--- src/rtl/rd_data_arbiter_if.sv ---
// Read-data arbiter bus: source data/enables, mask and
// collision-clear controls in, arbitrated read data and status out.
interface rd_data_arbiter_if #(
    parameter int DW  = 8,
    parameter int NCH = 8,
    parameter int CW  = 8
);
    logic              rd_i;
    logic [NCH*DW-1:0] src_dat_i;
    logic [NCH-1:0]    src_e_i;
    logic              mask_we_i;
    logic [NCH-1:0]    mask_d_i;
    logic              clr_i;
    logic [DW-1:0]     dat_o;
    logic              hit_o;
    logic [3:0]        sel_o;
    logic              coll_o;
    logic              coll_flag_o;
    logic [CW-1:0]     coll_cnt_o;
    logic [NCH-1:0]    mask_o;

    modport master (
        output rd_i, src_dat_i, src_e_i,
        output mask_we_i, mask_d_i, clr_i,
        input  dat_o, hit_o, sel_o,
        input  coll_o, coll_flag_o, coll_cnt_o, mask_o
    );

    modport slave (
        input  rd_i, src_dat_i, src_e_i,
        input  mask_we_i, mask_d_i, clr_i,
        output dat_o, hit_o, sel_o,
        output coll_o, coll_flag_o, coll_cnt_o, mask_o
    );
endinterface

--- src/rtl/rd_data_arbiter.sv ---
// Registered fixed-priority read-data arbiter (lowest channel wins)
// with enable mask, collision pulse, sticky flag and saturating count.
module rd_data_arbiter #(
    parameter int            DW       = 8,
    parameter int            NCH      = 8,
    parameter logic [DW-1:0] IDLE_VAL = {DW{1'b1}},
    parameter int            CW       = 8
) (
    input logic               clock_i,
    input logic               reset_i,
    rd_data_arbiter_if.slave  bus
);
    localparam logic [NCH-1:0] ACT_ONE = NCH'(1);
    localparam logic [CW-1:0]  CNT_ONE = CW'(1);
    localparam logic [CW-1:0]  CNT_MAX = {CW{1'b1}};

    logic [NCH-1:0] act;
    logic           any_act;
    logic           multi;
    logic           coll;
    logic [3:0]     win_sel;
    logic [DW-1:0]  win_dat;

    logic [DW-1:0]  dat_q;
    logic           hit_q;
    logic [3:0]     sel_q;
    logic           coll_q;
    logic           flag_q;
    logic [CW-1:0]  cnt_q;
    logic [NCH-1:0] mask_q;

    assign act     = bus.src_e_i & mask_q;
    assign any_act = |act;
    assign multi   = |(act & (act - ACT_ONE));
    assign coll    = bus.rd_i & multi;

    // Priority encode: scan high to low so the lowest set index wins.
    always_comb begin
        win_sel = '0;
        win_dat = IDLE_VAL;
        for (int i = NCH - 1; i >= 0; i--) begin
            if (act[i]) begin
                win_sel = 4'(i);
                win_dat = bus.src_dat_i[i*DW +: DW];
            end
        end
    end

    // Register read result, mask and collision bookkeeping.
    always_ff @(posedge clock_i) begin
        if (reset_i) begin
            dat_q  <= IDLE_VAL;
            hit_q  <= 1'b0;
            sel_q  <= '0;
            coll_q <= 1'b0;
            flag_q <= 1'b0;
            cnt_q  <= '0;
            mask_q <= '1;
        end else begin
            if (bus.mask_we_i) begin
                mask_q <= bus.mask_d_i;
            end
            if (bus.rd_i) begin
                dat_q <= win_dat;
                sel_q <= win_sel;
                hit_q <= any_act;
            end
            coll_q <= coll;
            if (coll) begin
                flag_q <= 1'b1;
                if (bus.clr_i) begin
                    cnt_q <= CNT_ONE;
                end else if (cnt_q != CNT_MAX) begin
                    cnt_q <= cnt_q + CNT_ONE;
                end
            end else if (bus.clr_i) begin
                flag_q <= 1'b0;
                cnt_q  <= '0;
            end
        end
    end

    assign bus.dat_o       = dat_q;
    assign bus.hit_o       = hit_q;
    assign bus.sel_o       = sel_q;
    assign bus.coll_o      = coll_q;
    assign bus.coll_flag_o = flag_q;
    assign bus.coll_cnt_o  = cnt_q;
    assign bus.mask_o      = mask_q;
endmodule

--- src/flat_wrapper.sv ---
// flat-port wrapper written by rule: the top's interface ports become plain ports
module rd_data_arbiter_flat 
#(
    parameter int            DW       = 8,
    parameter int            NCH      = 8,
    parameter logic [DW-1:0] IDLE_VAL = {DW{1'b1}},
    parameter int            CW       = 8
)
  (clock_i, reset_i, bus_rd_i, bus_src_dat_i, bus_src_e_i, bus_mask_we_i, bus_mask_d_i, bus_clr_i, bus_dat_o, bus_hit_o, bus_sel_o, bus_coll_o, bus_coll_flag_o, bus_coll_cnt_o, bus_mask_o);
  rd_data_arbiter_if #(.DW(DW), .NCH(NCH), .CW(CW)) bus_i ();
  input logic clock_i;
  input logic reset_i;
  input wire logic [$bits(bus_i.rd_i)-1:0] bus_rd_i;
  input wire logic [$bits(bus_i.src_dat_i)-1:0] bus_src_dat_i;
  input wire logic [$bits(bus_i.src_e_i)-1:0] bus_src_e_i;
  input wire logic [$bits(bus_i.mask_we_i)-1:0] bus_mask_we_i;
  input wire logic [$bits(bus_i.mask_d_i)-1:0] bus_mask_d_i;
  input wire logic [$bits(bus_i.clr_i)-1:0] bus_clr_i;
  output wire logic [$bits(bus_i.dat_o)-1:0] bus_dat_o;
  output wire logic [$bits(bus_i.hit_o)-1:0] bus_hit_o;
  output wire logic [$bits(bus_i.sel_o)-1:0] bus_sel_o;
  output wire logic [$bits(bus_i.coll_o)-1:0] bus_coll_o;
  output wire logic [$bits(bus_i.coll_flag_o)-1:0] bus_coll_flag_o;
  output wire logic [$bits(bus_i.coll_cnt_o)-1:0] bus_coll_cnt_o;
  output wire logic [$bits(bus_i.mask_o)-1:0] bus_mask_o;
  assign bus_i.rd_i = bus_rd_i;
  assign bus_i.src_dat_i = bus_src_dat_i;
  assign bus_i.src_e_i = bus_src_e_i;
  assign bus_i.mask_we_i = bus_mask_we_i;
  assign bus_i.mask_d_i = bus_mask_d_i;
  assign bus_i.clr_i = bus_clr_i;
  assign bus_dat_o = bus_i.dat_o;
  assign bus_hit_o = bus_i.hit_o;
  assign bus_sel_o = bus_i.sel_o;
  assign bus_coll_o = bus_i.coll_o;
  assign bus_coll_flag_o = bus_i.coll_flag_o;
  assign bus_coll_cnt_o = bus_i.coll_cnt_o;
  assign bus_mask_o = bus_i.mask_o;
  rd_data_arbiter #(.DW(DW), .NCH(NCH), .IDLE_VAL(IDLE_VAL), .CW(CW)) u_core (.clock_i(clock_i), .reset_i(reset_i), .bus(bus_i));
endmodule
--- config.mk ---
export PLATFORM = sky130hd
export DESIGN_NAME = rd_data_arbiter_flat
export DESIGN_NICKNAME = d
export VERILOG_FILES = /design/src/rtl/rd_data_arbiter_if.sv /design/src/rtl/rd_data_arbiter.sv /design/src/flat_wrapper.sv
export SDC_FILE = /design/constraint.sdc
export NUM_CORES = 1
export LEC_CHECK = 0
export ABC_AREA = 1
export CAP_MARGIN = 5
export CORE_ASPECT_RATIO = 0.5
export CORE_MARGIN = 4
export CORE_UTILIZATION = 42
export DETAILED_ROUTE_END_ITERATION = 16
export GPL_TIMING_DRIVEN = 1
export PLACE_DENSITY = 0.87
export SKIP_CTS_REPAIR_TIMING = 1
export SYNTH_ARGS = -nofsm -noshare
export SYNTH_HDL_FRONTEND = slang
export SYNTH_SLANG_ARGS = --single-unit
--- constraint.sdc ---
create_clock -name clock_i -period 2.45 [get_ports clock_i]
set_input_delay 0.6125 -clock clock_i [delete_from_list [all_inputs] [get_ports clock_i]]
set_output_delay 0.6125 -clock clock_i [all_outputs]
set_load 0.1 [all_outputs]
==> results.md, run 1 <==
- Reg-to-Reg End: u_core.bus.coll_cnt_o[2]
- DR vias: 2512
- Final Wtd Congestion: approximately 0.92
- Asr flop ratio synth: 0%
- Die footprint: about 6200 um^2
- Layout area overhead: 57.57%
- Die height: between 50 and 60 um
- P_leak: roughly 1.4 nW
- CP Class: input port to flip-flop
- CTS Buf Count: 5
- Crit path time final: 1.966 ns
- R2R Path Start: u_core.bus.coll_cnt_o[0]
- Total clock sinks: 30
- Max Transition Viols Final: 0
- R2r setup slk: around 0.65 ns
- Clock power share: about a quarter
- Met1 GRT Util: 26.22%
- Initial antenna violation count: 0
- Outcome: finished, final reports clean
- Switching pwr: 0.0006819 W
- WL per Instance: around 14 um
- RSZ-0062 raised after global routing: no
- Overall routing resource usage: 21.91%
- Final Hold Viols: 0
- Post-synthesis cell type count: 37
- DRT antenna net count: 0
- GR Util met2: approximately 40%
- Worst hold start: u_core.bus.coll_flag_o
- DRC: 0
- Setup TNS: 0 ns
- GRT busiest layer: met2
- Final-report setup violation count: 0
- Internal: 0.001001 W
- 1st-pass router iterations: 4
- Startpoint types: input port
- Filler Cell Count: slightly below 400
- Max cap viols: 0
- Cell Area, Synth: around 2100 um^2
- Number of global-route vias before repair: between 2000 and 2500
- Number of warnings issued by yosys: 0
- DP HPWL: around 5500 um
- R2R depth: 8
- Final Non-Filler Cells: 489
- GR Util met3: about 5.2%
- Synth Area per Inst: 6.710 um^2
- Comb pwr share: about two fifths
- IO Port Bufs: roughly 110
- Starting Density: roughly 45%
- Worst slack, placed: between 0.15 and 0.2 ns
- N_diodes: 0
- Fmax: between 500 and 600 MHz
- Crit share post-route: between 80% and 90%
- Worst hold path class: flip-flop to flip-flop
- Mapped Cells: a little over 300
- Worst EP arrival: approximately 2.2 ns
- Root Driver: clkbuf_8
- Placeable Area: roughly 4600 um^2
- Drt total wl: ~7000 um
- Post-synthesis sequential area ratio: between 20 and 30%
- Initial DRC Count: 98
- Row cnt: 17
- Htree depth: 2
- Most frequent cells in the layout: nand2_1 (92), clkdlybuf4s50_1 (84), buf_4 (38)
- Clock Path Buffers: 2
- Setup ws final: around 0.48 ns
- Die width: approximately 110 um
- Post-synthesis net count: about 400
- Clock Skews: approximately 0.0035 ns
- I/O Pins: ~120
- Sequential share of power: between 30% and 40%
- Hold EP: u_core.bus.coll_flag_o
- WHS Path Cells: 2
- Crit Path Max Fanout: 9
- First-pass GRT wire length: roughly 11000 um
- Placed Cells: 481
- Layout cells sized above 1: between 10% and 20%
- Main synth FF type: dfxtp_1
- CTS tree: built
- Layout Nets: 508
- Worst Tran Pin Value: approximately 0.58 ns
- Post-synth EDFFs: 0
- Synth Register Bits: 30
- Worst-path clk slew: around 0.07 ns
- Clock Latency Late Sink: 0.28 ns
- Sw frac: around two fifths
- Largest net degree at the start of global routing: 20
- Crit path capture type: flip-flop
- Required @ worst endpoint: approximately 2.6 ns
- Grt total ovfl: 0
- Vias per cell: around 5
- PD cells: just over 500 nW/um^2
- Most common cell after layout, fill and taps aside: nand2_1
- Headroom to the max-slew limit: about three fifths
- VDD IR max: 0.3391 mV
[metal layers]
layer	wire length, um	part of all wire, %
met5	0	0
met4	70	1.0
met3	462	6.6
met2	3434	49
met1	3000	43
[synth_stat cells, types with 2 or more instances]
cell type / instances / area [um^2]
nand2_1: 92 / 345.3
nor2_1: 37 / 138.9
dfxtp_1: 30 / 600.6
nand3_1: 23 / 115.1
inv_1: 15 / 56.30
o221ai_1: 9 / 78.83
a21o_1: 8 / 60.06
a221oi_1: 8 / 70.07
a31oi_1: 8 / 50.05
clkbuf_1: 7 / 26.28
nand2_2: 7 / 43.79
o21ai_1: 7 / 35.03
a21oi_1: 5 / 25.02
buf_6: 5 / 56.30
nand3_2: 5 / 50.05
nand2_4: 4 / 45.04
nor2_2: 4 / 25.02
a21oi_2: 3 / 26.28
buf_4: 3 / 22.52
inv_2: 3 / 11.26
nand3b_1: 3 / 22.52
o2111ai_1: 3 / 26.28
o21ai_0: 3 / 15.01
nand4_1: 2 / 12.51
nor3_1: 2 / 10.01
o21bai_1: 2 / 15.01
[area by class of cell]
type,instances,area [um^2],area share (%)
multi-input combinational,243,1286,39.37
clock buffer,6,82.58,2.528
inverter,20,76.32,2.336
timing repair buffer,122,1126,34.47
sequential,30,600.6,18.38
clock inverter,2,12.51,0.3830
tap,66,82.58,2.528
[registers in the layout (all words and copies together), names as in the netlist]
| name | cells |
|---|---|
| u_core.bus.dat_o | 8 |
| u_core.bus.mask_o | 8 |
| u_core.bus.sel_o | 3 |
| u_core.bus.coll_cnt_o | 8 |
| u_core.bus.coll_o | 1 |
| u_core.bus.coll_flag_o | 1 |
| u_core.bus.hit_o | 1 |
[critical path: stages]
cell,delay (ns)
clkdlybuf4s50_1,0.41
nand2_2,0.14
nand2_4,0.08
nor2_2,0.21
nor2_1,0.11
nor2_4,0.13
nand2_4,0.10
nand3_4,0.14
nand3b_1,0.10
nand2_1,0.08
nor2_1,0.04
[through the flow]
stage / total power [W] / hold slack [ns] / instance area, um^2 / util (%)
after floorplan: 0.001022 / 0.7347 / 2073 / -
after detailed placement: 0.001256 / 0.4499 / 3172 / 69.36
final: 0.001683 / 0.4660 / 3267 / 71.44
after global routing: 0.001758 / 0.5099 / 3267 / 71.44
after CTS: 0.001682 / 0.4679 / 3267 / 71.44
after global placement: 0.001248 / 0.4451 / 3172 / 69.36
[worst max-delay path by stage]
stage | startpoint | endpoint | slack, ns | cells past startpoint
after floorplan | u_core.bus.coll_cnt_o[0] | u_core.bus.coll_cnt_o[5] | 0.12 | 7
after global placement | bus_src_e_i[1] | u_core.bus.coll_cnt_o[2] | 0.27 | 11
after detailed placement | bus_src_e_i[1] | u_core.bus.coll_cnt_o[2] | 0.19 | 13
after CTS | bus_src_e_i[1] | u_core.bus.coll_cnt_o[3] | 0.48 | 14
after global routing | bus_src_e_i[1] | u_core.bus.coll_cnt_o[3] | 0.37 | 14
final | bus_src_e_i[1] | u_core.bus.coll_cnt_o[2] | 0.48 | 11
[power groups by stage]
stage	clock network (W)	registers [W]	logic (W)
5_1_grt	0.000461	0.000551	0.000747
3_3_place_gp	0	0.000556	0.000692
3_5_place_dp	0	0.000557	0.000700
6_report	0.000435	0.000546	0.000702
2_1_floorplan	0	0.000788	0.000234
4_1_cts	0.000434	0.000546	0.000703
[cell families (layout without fill, tap and decap cells)]
family | after synthesis | count (layout) | synth area share, %
simple gates | 183 | 183 | 40.98
compound gates | 57 | 57 | 19.86
buf+inv | 36 | 150 | 8.991
flops | 30 | 30 | 28.97
fa+ha+maj | 1 | 1 | 0.6034
other cells | 1 | 1 | 0.1809
xor+xnor | 1 | 1 | 0.4225
No activity file was read; power rests on OpenSTA's default activity.
==> inputs of run 2 (changes only) <==
CORE_UTILIZATION = 39   (was 42)
PLACE_DENSITY = 0.81   (was 0.87)
clock period = 1.9 ns   (was 2.45 ns; I/O delays follow)
==> run 2 against run 1 <==
Flip-flop and latch count stayed put. Core utilization is 4.3 points higher. Clock power grew 55%. Final area rose by 17%. Sequential share of layout area down 2.0 points. Routed wire length up 16%. Die area is 6.9% higher. Worst hold slack improved by 0.035 ns. Count of clock-buffer cells in the layout stayed put.
==> results.md, run 2 (synthesis gave the netlist of run 1 again) <==
- Outcome: finished, final reports clean
- Largest net degree at the start of global routing: 18
- CP Class: input port to flip-flop
- Htree depth: 2
- Layout cells sized above 1: about a quarter
- DRT antenna net count: 0
- Die height: about 60 um
- PD cells: roughly 650 nW/um^2
- Most common cell after layout, fill and taps aside: nand2_1
- Overall routing resource usage: between 20% and 30%
- 1st-pass router iterations: 4
- Area post-placement: approximately 3700 um^2
- Buffers & Inverters on Critical Path: 2
- CTS Buf Count: 5
- Die width: roughly 110 um
- WL per Instance: roughly 16 um
- Clock Path Buffers: 2
- Number of global-route vias before repair: about 2500
- Starting Density: between 40% and 50%
- DP HPWL: between 6000 and 7000 um
- Worst-path cell chain: clkdlybuf4s50_1 > nand2_2 > nand2_4 > nor2_4 > nand2_1 > nand2_1 > nand2_1 > clkinv_2 > nand2_4 > nand2_4 > nand2_2 > nand2_2 > nor2_1 > nor2_1
- Root Driver: clkbuf_8
- N_diodes: 0
- Startpoint types: input port
- Worst hold path class: flip-flop to flip-flop
- Worst-path clk slew: 0.07 ns
- Final Wtd Congestion: just under 0.9
- Initial DRC Count: 195
- Required @ worst endpoint: about 2.1 ns
- First-pass GRT wire length: about 12000 um
- Row cnt: 18
- Slowest stage delay, CP: between 0.4 and 0.5 ns
- Crit share post-route: a little over nine tenths
- CP max-delay cell: clkdlybuf4s50_1
- Placeable Area: 5022 um^2
- Internal: roughly 0.0015 W
- WHS: ~0.50 ns
- Layout area overhead: 83.58%
- I/O Pins: about 120
- Crit Path Max Fanout: 7
- Crit path capture type: flip-flop
- CTS tree: built
- Clock Skews: about 0.0054 ns
- Layout Nets: approximately 520
- VDD IR max: ~0.43 mV
- Switching pwr: between 0.0009 and 0.001 W
- CP delay by family, top: simple AND/OR/NAND/NOR gates
- P_leak: 1.636 nW
- Max cap viols: 0
- Final Hold Viols: 0
- Final-report setup violation count: 0
- Worst EP arrival: 2.00 ns
- Most frequent cells in the layout: nand2_1 (90), clkdlybuf4s50_1 (84), nor2_1 (36)
- Total clock sinks: 30
- Die footprint: 6617 um^2
- DRC: 0
- Comb pwr share: a little over two fifths
- RSZ-0062 raised after global routing: yes
- Vias per cell: between 5 and 6
- Max Transition Viols Final: 0
- Sw frac: ~37%
- IO Port Bufs: ~110
- Crit path time final: approximately 1.8 ns
- Grt total ovfl: 0
- Drt total wl: about 8000 um
- Sequential share of power: a little under 30%
- Clock Latency Late Sink: 0.28 ns
- Final instance area: around 3800 um^2
- Clock power share: 27.4%
- DR vias: between 2000 and 3000
- Initial antenna violation count: 0
- Fmax: 549.7 MHz
[run 2: final timing paths]
check / start / end / slack, ns / cells past startpoint
setup / recovery: bus_src_e_i[3] / u_core.bus.coll_cnt_o[4] / 0.08 / 14
hold / removal: u_core.bus.mask_o[6] / u_core.bus.mask_o[6] / 0.50 / 2
setup reg to reg: u_core.bus.coll_cnt_o[0] / u_core.bus.coll_cnt_o[7] / 0.21 / 7
hold reg to reg: u_core.bus.mask_o[6] / u_core.bus.mask_o[6] / 0.50 / 2
[run 2: worst min-delay path: cells and delay by family, from the launching register on]
family / cells / cell delay, ns
flip-flops: 1 / 0.34
AND/OR/NAND/NOR: 2 / 0.11
[run 2: power by group through the flow]
stage,clock [W],sequential (W),combinational [W]
finish,0.000676,0.000731,0.00106
detailed placement,0,0.000743,0.00104
global placement,0,0.000742,0.00102
CTS,0.000674,0.000730,0.00105
floorplan,0,0.00102,0.000302
global route,0.000704,0.000736,0.00111
[run 2: stage by stage]
step | power (W) | util, % | setup slack [ns] | std cells | TNS, ns
3_3_place_gp | 0.001767 | 72.99 | -0.1664 | 497 | -2.214
6_report | 0.002466 | 75.78 | 0.08067 | 505 | 0
5_1_grt | 0.002552 | 75.78 | -0.007071 | 505 | -0.007071
3_5_place_dp | 0.001786 | 72.99 | -0.2529 | 497 | -3.605
2_1_floorplan | 0.001322 | - | 0.05094 | 309 | 0
4_1_cts | 0.002451 | 75.24 | 0.01911 | 504 | 0
[run 2: area by class of cell]
type,count,area [um^2]
Timing Repair Buffer,134,1592
Fill cell,362,1216
Inverter,20,76.32
Sequential cell,30,624.3
Clock inverter,1,30.03
Multi-Input combinational cell,244,1314
Clock buffer,6,82.58
Tap cell,70,87.58
[run 2: layer usage]
metal | vias up | part of all wire, % | GRT usage [%]
li1 | 1298 | - | -
met1 | 1257 | 41 | 28.16
met4 | 0 | 2.6 | 7.972
met3 | 20 | 5.8 | 4.893
met5 | - | 0 | 0
met2 | 107 | 50 | 40.43
